**src/rtl/button_conditioner.sv**
```systemverilog
// button_conditioner: per-button 2-flop synchroniser, debouncer, press-edge strobe and auto-repeat.
// Produces one BTN_PULSE per accepted press and per repeat interval while a repeat-enabled button is held.
module button_conditioner #(
    parameter int N_BTN           = 5,
    parameter int DEBOUNCE_CYCLES = 20000,
    parameter int REPEAT_DELAY    = 500000,
    parameter int REPEAT_RATE     = 100000
) (
    input  logic             CLK,
    input  logic             RESETN,
    input  logic [N_BTN-1:0] BTN_RAW,
    input  logic [N_BTN-1:0] REPEAT_EN,
    output logic [N_BTN-1:0] BTN_PULSE,
    output logic [N_BTN-1:0] BTN_LEVEL,
    output logic [N_BTN-1:0] BTN_HELD
);

    localparam int MAX_A = (DEBOUNCE_CYCLES > REPEAT_DELAY) ? DEBOUNCE_CYCLES : REPEAT_DELAY;
    localparam int MAX_P = (MAX_A > REPEAT_RATE) ? MAX_A : REPEAT_RATE;
    localparam int CW    = $clog2(MAX_P);

    localparam logic [CW-1:0] DB_LAST    = CW'(DEBOUNCE_CYCLES - 1);
    localparam logic [CW-1:0] DELAY_LAST = CW'(REPEAT_DELAY - 1);
    localparam logic [CW-1:0] RATE_LAST  = CW'(REPEAT_RATE - 1);

    typedef enum logic [1:0] {
        IDLE,
        PRESSED,
        REPEAT
    } state_t;

    logic [N_BTN-1:0] sync_meta;
    logic [N_BTN-1:0] sync_q;

    always_ff @(posedge CLK) begin
        if (!RESETN) begin
            sync_meta <= '0;
            sync_q    <= '0;
        end else begin
            sync_meta <= BTN_RAW;
            sync_q    <= sync_meta;
        end
    end

    for (genvar i = 0; i < N_BTN; i++) begin : g_btn
        logic [CW-1:0] db_cnt, db_cnt_next;
        logic [CW-1:0] rpt_cnt, rpt_cnt_next;
        logic          level_q, level_next;
        logic          pulse_q, pulse_next;
        logic          held_q, held_next;
        state_t        state, state_next;

        // A level change is accepted only after DEBOUNCE_CYCLES consecutive disagreeing samples.
        always_comb begin
            db_cnt_next = '0;
            level_next  = level_q;
            if (sync_q[i] != level_q) begin
                if (db_cnt == DB_LAST) begin
                    level_next = ~level_q;
                end else begin
                    db_cnt_next = db_cnt + CW'(1);
                end
            end
        end

        // The FSM watches level_next so the press strobe lands on the same edge the level rises.
        always_comb begin
            state_next   = state;
            rpt_cnt_next = rpt_cnt;
            pulse_next   = 1'b0;
            held_next    = held_q;
            case (state)
                IDLE: begin
                    rpt_cnt_next = '0;
                    held_next    = 1'b0;
                    if (level_next && !level_q) begin
                        pulse_next = 1'b1;
                        state_next = PRESSED;
                    end
                end
                PRESSED: begin
                    held_next = 1'b0;
                    if (!level_next) begin
                        rpt_cnt_next = '0;
                        state_next   = IDLE;
                    end else if (!REPEAT_EN[i]) begin
                        rpt_cnt_next = '0;
                    end else if (rpt_cnt == DELAY_LAST) begin
                        pulse_next   = 1'b1;
                        rpt_cnt_next = '0;
                        held_next    = 1'b1;
                        state_next   = REPEAT;
                    end else begin
                        rpt_cnt_next = rpt_cnt + CW'(1);
                    end
                end
                REPEAT: begin
                    if (!level_next) begin
                        held_next    = 1'b0;
                        rpt_cnt_next = '0;
                        state_next   = IDLE;
                    end else if (!REPEAT_EN[i]) begin
                        held_next    = 1'b0;
                        rpt_cnt_next = '0;
                        state_next   = PRESSED;
                    end else if (rpt_cnt == RATE_LAST) begin
                        pulse_next   = 1'b1;
                        rpt_cnt_next = '0;
                    end else begin
                        rpt_cnt_next = rpt_cnt + CW'(1);
                    end
                end
                default: begin
                    rpt_cnt_next = '0;
                    held_next    = 1'b0;
                    state_next   = IDLE;
                end
            endcase
        end

        always_ff @(posedge CLK) begin
            if (!RESETN) begin
                state   <= IDLE;
                db_cnt  <= '0;
                rpt_cnt <= '0;
                level_q <= 1'b0;
                pulse_q <= 1'b0;
                held_q  <= 1'b0;
            end else begin
                state   <= state_next;
                db_cnt  <= db_cnt_next;
                rpt_cnt <= rpt_cnt_next;
                level_q <= level_next;
                pulse_q <= pulse_next;
                held_q  <= held_next;
            end
        end

        assign BTN_PULSE[i] = pulse_q;
        assign BTN_LEVEL[i] = level_q;
        assign BTN_HELD[i]  = held_q;
    end

endmodule
```
**config.mk**
```make
export PLATFORM = sky130hd
export DESIGN_NAME = button_conditioner
export DESIGN_NICKNAME = d
export VERILOG_FILES = /design/src/rtl/button_conditioner.sv
export SDC_FILE = /design/constraint.sdc
export NUM_CORES = 1
export LEC_CHECK = 0
export ABC_AREA = 1
export CORE_UTILIZATION = 25
export DETAILED_ROUTE_END_ITERATION = 12
export GPL_TIMING_DRIVEN = 0
export SYNTH_ARGS = -nofsm -noshare
export SYNTH_HDL_FRONTEND = slang
export SYNTH_SLANG_ARGS = --single-unit
```
**constraint.sdc**
```tcl
create_clock -name CLK -period 1.9 [get_ports CLK]
set_input_delay 0.57 -clock CLK [delete_from_list [all_inputs] [get_ports CLK]]
set_output_delay 0.57 -clock CLK [all_outputs]
set_load 0.03 [all_outputs]
```
# Word-level counts from Yosys, hierarchy flattened
# Index checks and enable logic that the tools add are counted.
# totals
register_bits,225
inputBits,12
word_cells,263
output_inout_bits,15
# classes
add_sub_neg,10
muxes,135
reduce_logical,25
eq_ne,50
bitwise,11
# op_table
operator,count
$mux W19,30
$add A19 B1 Y19 const B,10
$pmux W19 S2,5
$eq A19 B15 Y1 const B,5
$eq A19 B17 Y1 const B,5
$eq A19 B19 Y1 const B,5
$mux W2,30
$mux W1,55
$ne A3 B3 Y1 const B,15
$pmux W2 S3,5
$reduce_and A4 Y1,5
$pmux W1 S3,5
$reduce_or A3 Y1,5
$not A1 Y1,11
$eq A2 B1 Y1 const B,5
$eq A2 B2 Y1 const B,5
$logic_not A2 Y1,5
$ne A2 B2 Y1 const B,5
$pmux W1 S2,5
$logic_and A1 B1 Y1,5
$logic_not A1 Y1,5
$ne A1 B1 Y1,5

# Logic depth before layout (Yosys ltp)
# Gate-level depths: netlist (run 1).
# logic_depth
word_depth,6
depth_mapped,15
mapped_depth_nobuf,14

# Worst setup path after synthesis (run 1)
# OpenSTA, ideal clock, no wires.
# synth_path
path_type,register to register
from,register g_btn[0].db_cnt[0]
to,register g_btn[0].rpt_cnt[3]
path_stages_with_launch,12
arrival_time_ns,1.639
slack_ns,0.141
n_path_buf,1
period_less_slack_ns,1.759
t_required_ns,1.780
setup_time_ns,0.120
path_cell_list,dfxtp_1 ha_1 nand3_2 nor2_1 nand3_1 nand2_2 nand2_2 nand3_2 nor2_2 o21bai_4 buf_12 nor2_4
# synth_via
elab_chain_len,5
word_cells_on_any_way,6
classes_between,1 x eq/ne; 5 x mux
# synth_lines
element,line,text
start: declaration,46,"logic [CW-1:0] db_cnt, db_cnt_next;"
start signal: assignment,131,db_cnt <= db_cnt_next;
$eq A19 B15 Y1 *,58,if (db_cnt == DB_LAST) begin
$mux W1 *,58,
$mux W1 *,57,if (sync_q[i] != level_q) begin
$mux W19 (on tied branches),"98, 83",
$pmux W19 S2 *,72,case (state)
end signal: assignment,132,rpt_cnt <= rpt_cnt_next;
end: declaration,47,"logic [CW-1:0] rpt_cnt, rpt_cnt_next;"
# Every way passes the cells marked *; elsewhere a longest branch is shown, timed or not.
# A chain may end at the register's enable or synchronous reset.

# Worst setup path in the final report (run 1)
# layout_path
from,register g_btn[0].pulse_q
to,output BTN_PULSE[0]
# layout_lines
element,line,text
start: declaration,49,"logic pulse_q, pulse_next;"
start signal: assignment,134,pulse_q <= pulse_next;
end: declaration,13,"output logic [N_BTN-1:0] BTN_PULSE,"
# No word-level cell between the ends.

==> results of run 1 <==
==> worst min-delay path, delay by kind of cell (launching register included) <==
kind	cells	cell delay, ns
AND/OR/NAND/NOR	1	0.04
buffers and inverters	1	0.05
flip-flops	1	0.30
==> through the flow <==
stage                     std cells  worst slack, ns  total power [mW]
after detailed placement       2236           -0.557              5.74
final                          2326           0.0423              10.5
after floorplan                1611            0.141              5.55
after CTS                      2292          0.00770              10.6
after global placement         2236           -0.543              5.72
after global routing           2326          -0.0626              11.0
==> final timing paths <==
path	to	cells past startpoint
hold reg to reg	sync_q[0]	2
hold / removal	sync_q[0]	2
setup / recovery	BTN_PULSE[0]	2
setup reg to reg	g_btn[4].rpt_cnt[18]	14
==> layer usage <==
layer,vias to the layer above,track usage,share of wire
met5,-,0,0
met4,0,0.0279,0.019
met3,32,0.0133,0.035
met2,111,0.171,0.47
met1,4530,0.132,0.47
li1,5320,-,-
==> kinds of logic (layout without fill, tap and decap cells) <==
group	after synthesis	count (layout)	share of synthesized area
AO/OA/AOI/OAI	129	129	0.0616
buffers and inverters	263	377	0.0955
AND/OR/NAND/NOR	883	884	0.360
XOR/XNOR	81	81	0.0613
flip-flops	225	225	0.389
adder cells (fa/ha/maj)	30	30	0.0324
==> registers in the layout, indices dropped and copies added (netlist names) <==
name           flops
g_btn.db_cnt      95
sync_q             5
sync_meta          5
g_btn.state       10
g_btn.level_q      5
g_btn.rpt_cnt     95
g_btn.pulse_q      5
g_btn.held_q       5
==> report_power, final <==
part	leakage, nW	total (mW)	switching, mW	internal, mW
logic	3.05	0.818	0.519	0.299
clock network	0.417	4.79	1.99	2.80
registers	1.83	4.86	0.0682	4.79
==> layout by cell type (no fill, tap or decap), types with 17 or more instances in the layout <==
cell,synthesis,layout
nand2_1,272,261
nor2_1,267,247
inv_1,223,217
dfxtp_1,225,198
nand3_1,96,81
a21oi_1,62,62
xor2_1,58,58
nor3_1,65,56
buf_4,15,54
nor2_2,49,50
nand4_1,42,42
o21ai_0,42,40
clkbuf_16,0,28
nor2_4,7,26
xnor2_1,23,23
dfxtp_2,0,23
nand2_2,18,22
ha_1,30,22
nand3_2,10,17
==> cell type report <==
| type | instances | area, um^2 | area share |
|---|---|---|---|
| plain buffers | 28 | 220 | 0.0153 |
| clock buffers | 36 | 758 | 0.0528 |
| clock inverters | 12 | 83.8 | 0.00583 |
| inverters | 233 | 875 | 0.0609 |
| multi-input cells | 1124 | 6540 | 0.455 |
| flip-flops and latches | 225 | 4550 | 0.317 |
| well taps | 600 | 751 | 0.0523 |
| repair buffers | 68 | 589 | 0.0410 |
==> repair_timing <==
action	CTS	global route
hold buffers	0	0
gates resized for setup	73	151
pin swaps	8	47
cloned	1	3
setup endpoints to repair	60	137
hold endpoints to repair	0	0
setup buffers	8	32
==> impl_metrics.py, run 1 <==
metrics = {
    "outcome": {
        "status": "complete, no violations",
    },
    "grt": {
        "antenna_found_initial": 0,
        "grt_usage": 0.100,
        "grt_start_max_net_pins": 14,
        "grt_pass1_vias": 9270,
        "grt_pass1_wl_mm": 41.0,
        "grt-ovfl-total": 0,
    },
    "finish": {
        "diodes": 0,
        "nets": 1748,
        "finalInstanceArea_um2": 14400,
        "area_growth_pct": 24.2,
        "final_layout_size_suffix_gt1_frac": 0.201,
        "final_util": 0.316,
        "fillCellCount": 4852,
    },
    "hold_path": {
        "hold_path_class": "reg -> reg",
        "min_from": "sync_meta[0]",
    },
    "synth": {
        "synth-seq-cells": 225,
        "avgSynthCellArea_um2": 7.18,
        "synth_top_area_frac": 0.389,
        "yosysUniqueCellTypes": 47,
        "synth_fp_nets": 1653,
        "synth_common_cells": "nand2_1 (272), nor2_1 (267), dfxtp_1 (225), inv_1 (223), nand3_1 (96)",
        "ys_seq_area_frac": 0.389,
        "synth_area_leaders": "dfxtp_1 (39%), nand2_1 (8.8%), nor2_1 (8.7%), inv_1 (7.2%), xor2_1 (4.4%)",
        "ys.flop_type": "dfxtp_1",
        "synth_most_common_cell": "nand2_1",
        "synth_top_cell_by_area": "dfxtp_1",
        "async_reset_ff_frac": 0,
        "ys_warn_count": 0,
        "synthCells": 1611,
        "syn_area_um2": 11600,
        "synth_edf_count": 0,
    },
    "floorplan": {
        "fp.coreArea_um2": 45500,
        "start_util": 0.254,
        "dieArea_um2": 47100,
        "boundaryPins": 27,
        "die_h_um": 217,
        "die_w_um": 217,
        "num_rows": 78,
    },
    "route": {
        "via_count": 9993,
        "wire_per_inst_um": 10.6,
        "drc": 0,
        "drt-initial-drc-count": 453,
        "drt_first_pass_iters": 5,
        "ant_nets": 0,
        "vias_per_cell": 4.30,
        "drt_wl_total_mm": 24.5,
    },
    "critical_path": {
        "critical_path.top_delay_family": "buffers and inverters",
        "crit_type": "reg -> out",
        "crit_start": "g_btn[0].pulse_q",
        "crit_slowest_cell": "dlygate4sd2_1",
        "cp_cell_sequence": "buf_4 > dlygate4sd2_1",
        "cp_slowest_stage_delay_ns": 0.38,
        "rrSetupSlack_ns": 0.05,
        "critical_path_arrival_ns": 1.29,
        "critPathMaxFanout": 1,
        "critPathRequiredTime_ns": 1.33,
        "end_kind": "primary output",
        "r2r-start": "g_btn[4].db_cnt[0]",
        "path_buf_inv": 2,
        "cp-start-kind": "register",
    },
    "power": {
        "powerDensity_nw_per_um2": 729,
        "vdd_drop_max_v": 0.000413,
        "p_leak_nw": 5.30,
    },
    "timing": {
        "slew_violations": 0,
        "period_needed_ns": 1.86,
        "timing.hold.ws_ns": 0.427,
        "finalClockSkew_ns": 0.0226,
        "hold_viol": 0,
        "maxSlewHeadroom": 0.489,
        "rsz0062_at_grt": "true",
        "tightestPinTransition_ns": 0.766,
        "max_freq_ghz": 0.538,
        "totalNegativeSetupSlack_ns": 0,
        "post-route-period-util": 0.978,
        "setup_viol": 0,
    },
    "job": {
        "cap_violations": 0,
    },
    "clock_tree": {
        "cts_root_buffer": "clkbuf_16",
        "h-tree-depth": 1,
        "worst_setup_hold_path_clk_slew_ns": 0.06,
        "worst_skew_pair.late_latency_ns": 0.53,
        "cts_tree": "yes",
        "clk_path_buf_depth": 3,
        "cts_sinks": 225,
        "cts_made_buffers": 26,
    },
    "place": {
        "place_congestion": 0.850,
        "hpwlAfterDp_mm": 17.2,
        "place_area_um2": 12600,
        "io_buffers": 25,
    },
}
(Power assumes the default switching activity.)
==> inputs of run 2 (changes only) <==
- SLEW_MARGIN: unset -> 10
==> results of run 2 <==
The final DEF is identical to that of run 1; final timing and power are the same.
